## src/rtl/svi_capture_bank_pkg.sv

```systemverilog
// Shared types and defaults for the capture bank: capture modes, scan FSM states.
package svi_capture_bank_pkg;
  localparam int NCH_DEF = 8;
  localparam int W_DEF   = 4;

  typedef enum logic [1:0] {
    MODE_PASS    = 2'd0,
    MODE_CAPTURE = 2'd1,
    MODE_STICKY  = 2'd2,
    MODE_HOLD    = 2'd3
  } mode_e;

  typedef enum logic [1:0] {
    ST_IDLE = 2'd0,
    ST_SCAN = 2'd1,
    ST_DONE = 2'd2
  } scan_state_e;
endpackage

```

## src/rtl/svi_capture_bank_if.sv

```systemverilog
// Per-channel bundle: x is the live input, y the captured value.
interface svi_capture_bank_if #(parameter int W = 4);
  logic [W-1:0] x;
  logic [W-1:0] y;
  modport chan (input x, output y);
endinterface

```

## src/rtl/svi_capture_chan.sv

```systemverilog
// One channel: mode-driven update of y plus a sticky change flag cleared by scan.
module svi_capture_chan
  import svi_capture_bank_pkg::*;
#(
  parameter int W = W_DEF
) (
  input  logic                    i_clk,
  input  logic                    i_arst,
  input  mode_e                   mode,
  input  logic                    en,
  input  logic                    clr,
  input  logic                    ack,
  svi_capture_bank_if.chan        ch,
  output logic                    chg
);
  logic [W-1:0] y_nxt;

  always_comb begin
    y_nxt = ch.y;
    case (mode)
      MODE_PASS:    y_nxt = ch.x;
      MODE_CAPTURE: if (en) y_nxt = ch.x;
      MODE_STICKY:  if (en) y_nxt = ch.y | ch.x;
      default:      y_nxt = ch.y;
    endcase
  end

  // clear beats everything; a fresh change beats the scan acknowledge
  always_ff @(posedge i_clk or negedge i_arst) begin
    if (!i_arst) begin
      ch.y <= '0;
      chg  <= 1'b0;
    end else if (clr) begin
      ch.y <= '0;
      chg  <= 1'b0;
    end else begin
      ch.y <= y_nxt;
      if (y_nxt != ch.y) chg <= 1'b1;
      else if (ack)      chg <= 1'b0;
    end
  end
endmodule

```

## src/rtl/svi_capture_bank.sv

```systemverilog
// Bank of NCH capture channels with a ready/valid readout scan of captured values.
module svi_capture_bank
  import svi_capture_bank_pkg::*;
#(
  parameter int NCH = NCH_DEF,
  parameter int W   = W_DEF,
  localparam int IW = (NCH > 1) ? $clog2(NCH) : 1
) (
  input  logic             i_clk,
  input  logic             i_arst,
  input  logic [1:0]       i_mode,
  input  logic [NCH-1:0]   i_en,
  input  logic             i_clr,
  input  logic [NCH*W-1:0] i_d,
  output logic [NCH*W-1:0] o_q,
  output logic [NCH-1:0]   o_chg,
  input  logic             i_scan_start,
  input  logic             i_scan_ready,
  output logic             o_scan_valid,
  output logic [IW-1:0]    o_scan_idx,
  output logic [W-1:0]     o_scan_data,
  output logic             o_scan_done
);
  mode_e          mode;
  scan_state_e    state;
  logic [IW-1:0]  idx;
  logic [NCH-1:0] ack;

  assign mode = mode_e'(i_mode);

  svi_capture_bank_if #(.W(W)) chans [NCH] ();

  for (genvar c = 0; c < NCH; c++) begin : g_chan
    assign chans[c].x      = i_d[c*W +: W];
    assign o_q[c*W +: W]   = chans[c].y;
    assign ack[c]          = o_scan_valid & i_scan_ready & (o_scan_idx == IW'(c));

    svi_capture_chan #(.W(W)) u_chan (
      .i_clk  (i_clk),
      .i_arst (i_arst),
      .mode   (mode),
      .en     (i_en[c]),
      .clr    (i_clr),
      .ack    (ack[c]),
      .ch     (chans[c]),
      .chg    (o_chg[c])
    );
  end

  always_ff @(posedge i_clk or negedge i_arst) begin
    if (!i_arst) begin
      state <= ST_IDLE;
      idx   <= '0;
    end else begin
      case (state)
        ST_IDLE: if (i_scan_start) begin
          state <= ST_SCAN;
          idx   <= '0;
        end
        ST_SCAN: if (i_scan_ready) begin
          if (idx == IW'(NCH - 1)) begin
            state <= ST_DONE;
            idx   <= '0;
          end else begin
            idx <= idx + IW'(1);
          end
        end
        default: state <= ST_IDLE;
      endcase
    end
  end

  assign o_scan_valid = (state == ST_SCAN);
  assign o_scan_done  = (state == ST_DONE);
  assign o_scan_idx   = o_scan_valid ? idx : '0;

  // data follows y live, so a capture into the presented channel shows immediately
  always_comb begin
    o_scan_data = '0;
    if (o_scan_valid)
      for (int c = 0; c < NCH; c++)
        if (idx == IW'(c)) o_scan_data = o_q[c*W +: W];
  end
endmodule

```

## config.mk

```make
export PLATFORM = sky130hd
export DESIGN_NAME = svi_capture_bank
export DESIGN_NICKNAME = d
export VERILOG_FILES = /design/src/rtl/svi_capture_bank_pkg.sv /design/src/rtl/svi_capture_bank_if.sv /design/src/rtl/svi_capture_chan.sv /design/src/rtl/svi_capture_bank.sv
export SDC_FILE = /design/constraint.sdc
export NUM_CORES = 1
export LEC_CHECK = 0
export CORE_ASPECT_RATIO = 0.75
export CORE_MARGIN = 5
export CORE_UTILIZATION = 50
export DETAILED_ROUTE_END_ITERATION = 7
export GPL_ROUTABILITY_DRIVEN = 0
export PLACE_DENSITY = 0.86
export SETUP_SLACK_MARGIN = 0.3
export SLEW_MARGIN = 20
export SYNTH_ARGS = -nofsm -noshare
export SYNTH_HDL_FRONTEND = slang
export SYNTH_SLANG_ARGS = --single-unit
```

## constraint.sdc

```tcl
create_clock -name i_clk -period 2.8 [get_ports i_clk]
set_input_delay 0.28 -clock i_clk [delete_from_list [all_inputs] [get_ports i_clk]]
set_output_delay 0.28 -clock i_clk [all_outputs]
set_load 0.01 [all_outputs]
```

==> results of run 1 <==
-- layer usage --
metal  track usage  up-vias
met5             0        -
met1         0.349     1505
met3        0.0622       40
li1              -     1452
met4        0.0914        0
met2         0.393      217
-- layout by cell type, fill, tap and decap left out, drive strengths merged, types with 2 or more instances in the layout --
cell type | Yosys | final
a21oi | 19 | 19
ha | 6 | 6
clkbuf | 10 | 6
clkdlybuf4s50 | 0 | 90
o41ai | 2 | 2
a41oi | 3 | 3
a31oi | 7 | 7
buf | 12 | 19
xor2 | 2 | 2
a21o | 3 | 3
maj3 | 4 | 4
a222oi | 2 | 2
o21a | 2 | 2
a22oi | 38 | 38
nand3 | 7 | 7
dfrtp | 45 | 45
a221oi | 4 | 4
o21bai | 3 | 3
nand2b | 18 | 18
nor2b | 3 | 3
nand3b | 6 | 6
nand2 | 12 | 12
o22ai | 12 | 12
a22o | 5 | 5
nor2 | 41 | 41
o21ai | 15 | 15
or2 | 2 | 2
a2bb2oi | 3 | 3
o31ai | 5 | 5
inv | 37 | 36
o221ai | 4 | 4
-- flip-flops by register name, indices dropped and copies added (netlist names) --
signal / cells
state: 2
idx: 3
g_chan.u_chan.chg: 8
g_chan.u_chan.ch.y: 32
-- where the power goes --
group	leakage, nW	switching [mW]	internal [mW]	total, mW
registers	0.585	0.0892	0.719	0.808
clock network	0.0399	0.211	0.164	0.375
logic	1.10	0.738	0.659	1.40
-- worst paths after layout --
kind / start / cells past startpoint / slack, ns / to
max in group asynchronous: i_arst / 1 / 2.45 / g_chan[6].u_chan.ch.y[3]
setup reg to reg: idx[1] / 6 / 1.00 / idx[0]
hold reg to reg: g_chan[7].u_chan.chg / 2 / 0.55 / g_chan[7].u_chan.chg
hold / removal: i_arst / 1 / -0.04 / g_chan[3].u_chan.chg
min in group i_clk: g_chan[7].u_chan.chg / 2 / 0.55 / g_chan[7].u_chan.chg
setup / recovery: idx[0] / 8 / 0.32 / o_scan_data[0]
-- critical path, stage by stage, from the launching register on --
cell and delay (ns):
dfrtp_1 0.42, buf_6 0.14, clkinvlp_4 0.16, ha_4 0.24
o21ai_1 0.29, a2bb2oi_1 0.13, o221ai_1 0.24, a21oi_1 0.11
buf_2 0.15
-- area by class of cell --
class	count	share of cell area
multi-input cells	241	0.393
clock inverters	1	0.00122
well taps	78	0.0238
repair buffers	110	0.255
inverters	37	0.0348
flip-flops and latches	45	0.275
clock buffers	5	0.0168
-- per-stage QoR --
| stage | instance area, µm² | setup WS (ns) |
|---|---|---|
| 6_report | 4100 | 0.322 |
| 5_1_grt | 4100 | 0.184 |
| 4_1_cts | 4080 | 0.301 |
| 3_5_place_dp | 3890 | 0.156 |
| 3_3_place_gp | 3890 | 0.238 |
| 2_1_floorplan | 2930 | 0.818 |
-- repair_timing --
action | in CTS | in global routing
pin swaps | 4 | 9
gates cloned | 0 | 0
gates resized for setup | 21 | 9
buffers inserted | 7 | 3
endpoints found under the setup margin | 4 | 4
-- cell families (layout without fill, tap and decap cells) --
logic type               Yosys count  count (layout)  share of synthesized area
buffers and inverters             59             153                     0.0881
AO/OA/AOI/OAI                    133             133                      0.318
AND/OR/NAND/NOR                   95              95                      0.161
adder cells (fa/ha/maj)           10              10                     0.0393
flip-flops                        45              45                      0.385
XOR/XNOR                           3               3                    0.00898
==> flow_metrics.py, run 1 <==
metrics = {
    "route": {
        "wl_met1_um": 4080,
        "avgRoutedWirePerCell_um": 19.2,
        "drt_iter0_drc": 367,
        "drcViolationCount": 0,
        "wl_met2_um": 4440,
        "dr_wl_met3_um": 1000,
        "vias": 3214,
        "finalWirelength_um": 9930,
        "vias_per_cell": 6.22,
        "dr.pass1.iters": 7,
        "ant_nets": 0,
        "highest_layer": "met4",
    },
    "sta": {
        "rsz0062_at_grt": "yes",
        "relSlewSlack": 0.607,
        "hold_viol_final": 45,
        "setup_viol": 0,
        "maxSlewViolCount": 0,
        "fin_setup_tns_ns": 0,
        "max_freq_ghz": 0.404,
        "finalCritPeriodShare": 0.885,
        "period_minus_slack_ns": 2.48,
        "whs_ns": -0.0399,
        "clock_skew_ns": 0.00689,
        "tightest_slew_ns": 0.583,
    },
    "yosys": {
        "syn-num-nets": 398,
        "yosysMostFrequentCell": "dfrtp_1",
        "synthTopCellsByCount": "dfrtp_1, nor2_1, a22oi_1",
        "synth_largest_area_cell": "dfrtp_1",
        "synth_edf_count": 0,
        "synth_top_area_share": 0.385,
        "synth.cell_area_um2": 2930,
        "yosys_warnings": 0,
        "syn_inst": 345,
        "yosysSeqAreaShare": 0.385,
        "synthTopCellsByArea": "dfrtp_1, a22oi_1, nor2_1",
        "async_flop_share": 1.00,
        "yosysUniqueCellTypes": 45,
        "ys_ff_latch": 45,
        "avgSynthCellArea_um2": 8.48,
        "synth_ff_type": "dfrtp_1",
    },
    "clock_tree": {
        "holdBufCountCts": 0,
        "htree_levels": 2,
        "cts_tree": "yes",
        "cts_root_buf": "clkbuf_8",
        "clkLatencyLatePin_ns": 0.31,
        "cts_buffers": 5,
        "cts_buffer_depth": 2,
        "clkSinkCount": 45,
        "cts.clk_slew.worst_paths_ns": 0.08,
    },
    "layout": {
        "drive_gt1_frac": 0.0866,
        "ff_latch_area_um2": 1130,
        "multi_input_area_um2": 1610,
        "nFillCells": 418,
        "fin_nets": 493,
        "layoutNonFillerInstCount": 517,
        "synthToLayoutAreaGrowth_pct": 39.9,
        "fin_util": 0.714,
        "antenna_cells": 0,
    },
    "outcome": {
        "violations": "negative hold slack",
        "status": "finished, violations left",
    },
    "power_and_ir_drop": {
        "powerDensity_nw_per_um2": 630,
        "leakage_nw": 1.73,
        "ir_drop_mv": 0.340,
        "finalPower_mw": 2.58,
    },
    "critical_path": {
        "start_kind": "register",
        "crit_arrival_ns": 2.20,
        "worstSetupEndpointType": "output port",
        "critical_path.max_fanout": 7,
        "cp.required_ns": 2.52,
        "critical_path_class": "reg2out",
    },
    "global_routing": {
        "antenna_found_initial": 0,
        "grt_max_degree": 46,
        "first_global_vias": 3043,
        "grt_pass1_wl_um": 15600,
        "track_usage": 0.255,
        "overflow": 0,
    },
    "die": {
        "fp.dieH_um": 76.3,
        "fp.dieW_um": 98.3,
        "dieArea_um2": 7500,
        "ios": 96,
        "core_area_um2": 5740,
        "initial_core_util": 0.510,
        "rows": 24,
    },
    "placement": {
        "dp.cells": 501,
        "io_buffer_count": 95,
        "dp_hpwl_um": 7140,
    },
    "worst_hold_path": {
        "min_path_type": "in2async",
    },
    "job": {
        "max_cap_violations": 0,
    },
}
(Power assumes the default switching activity.)
==> inputs of run 2 (changes only) <==
--- a/config.mk
+++ b/config.mk
@@ -7,10 +7,12 @@
 export LEC_CHECK = 0
 export CORE_ASPECT_RATIO = 0.75
 export CORE_MARGIN = 5
-export CORE_UTILIZATION = 50
+export CORE_UTILIZATION = 47
+export CTS_CLUSTER_DIAMETER = 60
 export DETAILED_ROUTE_END_ITERATION = 7
 export GPL_ROUTABILITY_DRIVEN = 0
-export PLACE_DENSITY = 0.86
+export PLACE_DENSITY = 0.82
+export RECOVER_POWER = 100
 export SETUP_SLACK_MARGIN = 0.3
 export SLEW_MARGIN = 20
 export SYNTH_ARGS = -nofsm -noshare
==> constraint.sdc (replaced) <==
create_clock -name i_clk -period 2.6 [get_ports i_clk]
set_input_delay 0.26 -clock i_clk [delete_from_list [all_inputs] [get_ports i_clk]]
set_output_delay 0.26 -clock i_clk [all_outputs]
set_load 0.01 [all_outputs]
==> run 2 against run 1 <==
Net effect: the flow now finishes without violations; flip-flop and latch count unchanged; cell count rose by 0.39%; die area increased by 5.6%; power rose by 7.9%; sequential share of layout area is 0.075 points lower; non-clock buffer count rose by 1.
==> flow_metrics.py, run 2 (same netlist as run 1, synthesis figures left out) <==
metrics = {
    "layout": {
        "final_cell_mix": "clkdlybuf4s50_1, dfrtp_1, dlygate4sd3_1",
        "top_register": "g_chan.u_chan.ch.y",
        "fin_nets": 494,
        "fin_area_um2": 4110,
        "drive_gt1_frac": 0.0839,
        "reg_top3": "g_chan.u_chan.ch.y (32), g_chan.u_chan.chg (8), idx (3)",
        "layoutNonFillerInstCount": 519,
        "synthToLayoutAreaGrowth_pct": 40.3,
        "layout_commonest_cell": "clkdlybuf4s50_1",
        "largest_register_ff_count": 32,
        "nFillCells": 484,
        "antenna_cells": 0,
    },
    "power_and_ir_drop": {
        "p_int_mw": 1.68,
        "seqPwrFrac": 0.309,
        "swShare": 0.396,
        "pwr-share-comb": 0.532,
        "clkPwrFrac": 0.159,
        "ir_drop_mv": 0.350,
        "powerDensity_nw_per_um2": 678,
        "finalPower_mw": 2.78,
        "leakage_nw": 1.83,
        "p_switching_mw": 1.10,
    },
    "global_routing": {
        "antenna_found_initial": 0,
        "first_global_vias": 2939,
        "overflow": 0,
        "track_usage": 0.239,
        "grt_max_degree": 46,
        "grt_pass1_wl_um": 15200,
    },
    "critical_path": {
        "crit_arrival_ns": 2.18,
        "critical_path_class": "reg2out",
        "worstSetupEndpointType": "output port",
        "start_kind": "register",
        "critical_path.max_fanout": 5,
        "cp.required_ns": 2.34,
    },
    "placement": {
        "dp.cells": 504,
        "dpl_cell_area_um2": 3910,
        "io_buffer_count": 95,
        "dp_hpwl_um": 7080,
    },
    "route": {
        "finalWirelength_um": 9660,
        "vias": 3181,
        "drcViolationCount": 0,
        "wl_met2_um": 4420,
        "highest_layer": "met4",
        "wl_met1_um": 4120,
        "drt_iter0_drc": 287,
        "vias_per_cell": 6.13,
        "ant_nets": 0,
        "dr_wl_met3_um": 842,
        "avgRoutedWirePerCell_um": 18.6,
        "dr.pass1.iters": 5,
    },
    "clock_tree": {
        "htree_levels": 2,
        "cts_buffer_depth": 2,
        "cts_tree": "yes",
        "cts_buffers": 5,
        "cts_root_buf": "clkbuf_8",
        "clkLatencyLatePin_ns": 0.30,
        "holdBufCountCts": 0,
        "cts.clk_slew.worst_paths_ns": 0.09,
        "clkSinkCount": 45,
    },
    "sta": {
        "fin_setup_tns_ns": 0,
        "setup_viol": 0,
        "tightest_slew_ns": 1.12,
        "max_freq_ghz": 0.410,
        "clock_skew_ns": 0.0130,
        "relSlewSlack": 0.252,
        "maxSlewViolCount": 0,
        "rsz0062_at_grt": "yes",
        "hold_viol_final": 0,
        "finalCritPeriodShare": 0.939,
        "period_minus_slack_ns": 2.44,
    },
    "die": {
        "initial_core_util": 0.495,
        "dieArea_um2": 7920,
        "ios": 96,
        "core_area_um2": 5920,
        "fp.dieW_um": 101,
        "rows": 24,
        "fp.dieH_um": 78.3,
    },
    "job": {
        "max_cap_violations": 0,
    },
    "worst_hold_path": {
        "min_path_type": "in2async",
    },
    "outcome": {
        "status": "finished clean",
    },
}
-- run 2: repair_timing --
action                                  in CTS  in global routing
endpoints found under the setup margin       4                  5
buffers inserted                             3                  5
pin swaps                                    3                  4
resized for setup                           31                  5
-- run 2: metrics by stage --
stage	setup slack, ns	util	hold slack, ns
finish	0.158	0.694	0.170
global route	0.0973	0.694	0.272
CTS	0.306	0.689	0.172
detailed placement	0.0296	0.661	0.485
global placement	0.0938	0.661	0.480
floorplan	0.638	-	-0.0356
-- run 2: power by group through the flow --
stage                     logic, mW  clock network (mW)  registers (mW)
final                          1.48               0.443           0.860
after global routing           1.58               0.481           0.869
after CTS                      1.40               0.443           0.857
after detailed placement       1.31                   0           0.871
after global placement         1.28                   0           0.867
after floorplan               0.714                   0           0.874
-- run 2: worst max-delay path, stage by stage (launching register included) --
cell	delay, ns
dfrtp_1	0.43
ha_1	0.22
ha_1	0.25
or2_4	0.28
a221oi_2	0.18
o221ai_1	0.16
a21oi_1	0.16
clkbuf_1	0.19
-- run 2: path summary, 6_finish.rpt --
kind                                      start                       end  slack [ns]  depth (start not counted)
min in group i_clk         g_chan[7].u_chan.chg      g_chan[7].u_chan.chg        0.54                          2
hold / removal                           i_arst  g_chan[5].u_chan.ch.y[0]        0.17                          1
max in group asynchronous                i_arst  g_chan[4].u_chan.ch.y[1]        1.75                          1
setup reg to reg                         idx[1]                    idx[0]        0.87                          6
hold reg to reg            g_chan[7].u_chan.chg      g_chan[7].u_chan.chg        0.54                          2
setup / recovery                         idx[1]            o_scan_data[3]        0.16                          7
-- run 2: per-layer routing --
| metal | global-route usage | up-vias |
|---|---|---|
| met1 | 0.339 | 1501 |
| met2 | 0.367 | 192 |
| met3 | 0.0558 | 35 |
| li1 | - | 1453 |
| met4 | 0.0664 | 0 |
| met5 | 0 | - |
-- run 2: layout make-up --
type / instances / area (µm²) / area share
multi-input combinational: 241 / 1600 / 0.390
timing repair buffer: 111 / 1050 / 0.256
tap: 78 / 97.6 / 0.0238
inverter: 37 / 143 / 0.0347
clock buffer: 7 / 86.3 / 0.0210
sequential: 45 / 1130 / 0.274
==> inputs of run 3 (changes only) <==
==> constraint.sdc (replaced) <==
create_clock -name i_clk -period 2.3 [get_ports i_clk]
set_input_delay 0.23 -clock i_clk [delete_from_list [all_inputs] [get_ports i_clk]]
set_output_delay 0.23 -clock i_clk [all_outputs]
set_load 0.01 [all_outputs]
==> run 3 against run 2 <==
Net effect: utilization rose by 1.4 points; flip-flop and latch count did not move; combinational power rose by 20%; largest power group unchanged; via count rose by 1.8%.
==> flow_metrics.py, run 3 (same netlist as run 1, synthesis figures left out) <==
metrics = {
    "outcome": {
        "status": "finished clean",
    },
    "layout": {
        "reg_top3": "g_chan.u_chan.ch.y (32), g_chan.u_chan.chg (8), idx (3)",
        "synthToLayoutAreaGrowth_pct": 43.1,
        "final_cell_mix": "clkdlybuf4s50_1, dfrtp_1, nor2_1",
        "antenna_cells": 0,
        "largest_register_ff_count": 32,
        "top_register": "g_chan.u_chan.ch.y",
        "nFillCells": 457,
        "layoutNonFillerInstCount": 527,
        "drive_gt1_frac": 0.109,
        "multi_input_area_um2": 1640,
        "layout_commonest_cell": "clkdlybuf4s50_1",
        "ff_latch_area_um2": 1130,
        "fin_nets": 501,
    },
    "sta": {
        "period_minus_slack_ns": 2.28,
        "hold_viol_final": 0,
        "maxSlewViolCount": 0,
        "rsz0062_at_grt": "yes",
        "max_freq_ghz": 0.438,
        "finalCritPeriodShare": 0.992,
        "fin_setup_tns_ns": 0,
        "relSlewSlack": 0.285,
        "clock_skew_ns": 0.00595,
        "setup_viol": 0,
        "tightest_slew_ns": 1.07,
    },
    "route": {
        "vias_per_cell": 6.15,
        "vias": 3239,
        "dr.pass1.iters": 6,
        "ant_nets": 0,
        "drcViolationCount": 0,
        "drt_iter0_drc": 390,
        "avgRoutedWirePerCell_um": 19.0,
        "finalWirelength_um": 10000,
    },
    "clock_tree": {
        "htree_levels": 2,
        "clkSinkCount": 45,
        "cts_tree": "yes",
        "cts.clk_slew.worst_paths_ns": 0.08,
        "clkLatencyLatePin_ns": 0.30,
        "cts_buffer_depth": 2,
        "cts_root_buf": "clkbuf_8",
        "cts_buffers": 5,
    },
    "placement": {
        "dp_hpwl_um": 7580,
        "io_buffer_count": 95,
        "dp.cells": 516,
    },
    "global_routing": {
        "first_global_vias": 3182,
        "grt_max_degree": 41,
        "track_usage": 0.253,
        "antenna_found_initial": 0,
        "overflow": 0,
        "grt_pass1_wl_um": 16000,
    },
    "critical_path": {
        "worst-path-buf-inv": 4,
        "slowest_delay_ns": 0.38,
        "start_kind": "register",
        "critical_path_class": "reg2out",
        "critical_path.max_fanout": 9,
        "crit_arrival_ns": 2.05,
        "worstSetupEndpointType": "output port",
        "slowest_stage": "dfrtp_1",
        "cp.required_ns": 2.07,
        "path_cells": "buf_6 > clkinvlp_4 > ha_4 > buf_6 > a221oi_2 > o221ai_1 > a21oi_1 > buf_2",
        "cp_top_family": "buffers and inverters",
        "crit_top_cell": "buf_6",
    },
    "die": {
        "dieArea_um2": 7920,
        "ios": 96,
        "rows": 24,
        "core_area_um2": 5920,
        "initial_core_util": 0.495,
        "fp.dieW_um": 101,
        "fp.dieH_um": 78.3,
    },
    "power_and_ir_drop": {
        "ir_drop_mv": 0.371,
        "leakage_nw": 1.76,
        "powerDensity_nw_per_um2": 772,
    },
    "job": {
        "max_cap_violations": 0,
    },
    "worst_hold_path": {
        "min_path_type": "reg2reg",
    },
}
[run 3: cell types whose count changed in the layout (fill, tap and decap cells not counted), moves of 2 or more]
cell	before	now
buf_4	14	17
clkbuf_1	2	5
clkdlybuf4s50_1	46	90
dlygate4sd3_1	44	1
ha_1	3	1
[run 3: metrics by stage]
stage | util | cell area [µm²] | worst slack, ns | hold slack (ns) | power (mW)
after floorplan | - | 2930 | 0.368 | -0.0656 | 1.80
after global placement | 0.676 | 4000 | -0.134 | 0.198 | 2.51
after detailed placement | 0.676 | 4000 | -0.160 | 0.202 | 2.55
after CTS | 0.706 | 4180 | 0.0761 | 0.419 | 3.14
final | 0.708 | 4190 | 0.0182 | 0.558 | 3.24
after global routing | 0.708 | 4190 | -0.0472 | 0.594 | 3.41
[run 3: worst min-delay path, cell delays in order, from the launching register on]
cell and delay [ns]:
dfrtp_1 0.38, o21ai_0 0.07, a21oi_1 0.07
[run 3: what timing repair did]
item,4_1_cts,5_1_grt
hold buffers,1,0
pin swaps,10,8
endpoints found under the hold margin,19,0
resized for setup,35,6
setup buffers,1,1
endpoints found under the setup margin,5,6
[run 3: cell type report]
| class | instances | share of cell area |
|---|---|---|
| well taps | 78 | 0.0233 |
| multi-input cells | 241 | 0.392 |
| clock buffers | 8 | 0.0191 |
| flip-flops and latches | 45 | 0.269 |
| repair buffers | 118 | 0.263 |
| inverters | 37 | 0.0341 |
[run 3: final timing paths]
check	start	end	slack, ns	cells past startpoint
hold / removal	g_chan[7].u_chan.chg	g_chan[7].u_chan.chg	0.56	2
max in group asynchronous	i_arst	g_chan[6].u_chan.ch.y[2]	0.60	3
setup / recovery	idx[0]	o_scan_data[3]	0.02	8
hold reg to reg	g_chan[7].u_chan.chg	g_chan[7].u_chan.chg	0.56	2
setup reg to reg	idx[1]	idx[0]	0.62	7
min in group asynchronous	i_arst	g_chan[1].u_chan.ch.y[2]	0.64	2
[run 3: power by group]
group	total [mW]	switching, mW	internal, mW
registers	0.975	0.0995	0.876
logic	1.78	0.915	0.864
clock network	0.481	0.265	0.216
total	3.24	1.28	1.96
[run 3: routing by layer]
layer  track usage  wire (µm)  vias to the layer above
li1              -          -                     1470
met1         0.331       4140                     1563
met2         0.405       4740                      176
met3        0.0620        864                       30
met4        0.0916        267                        0
met5             0          0                        -
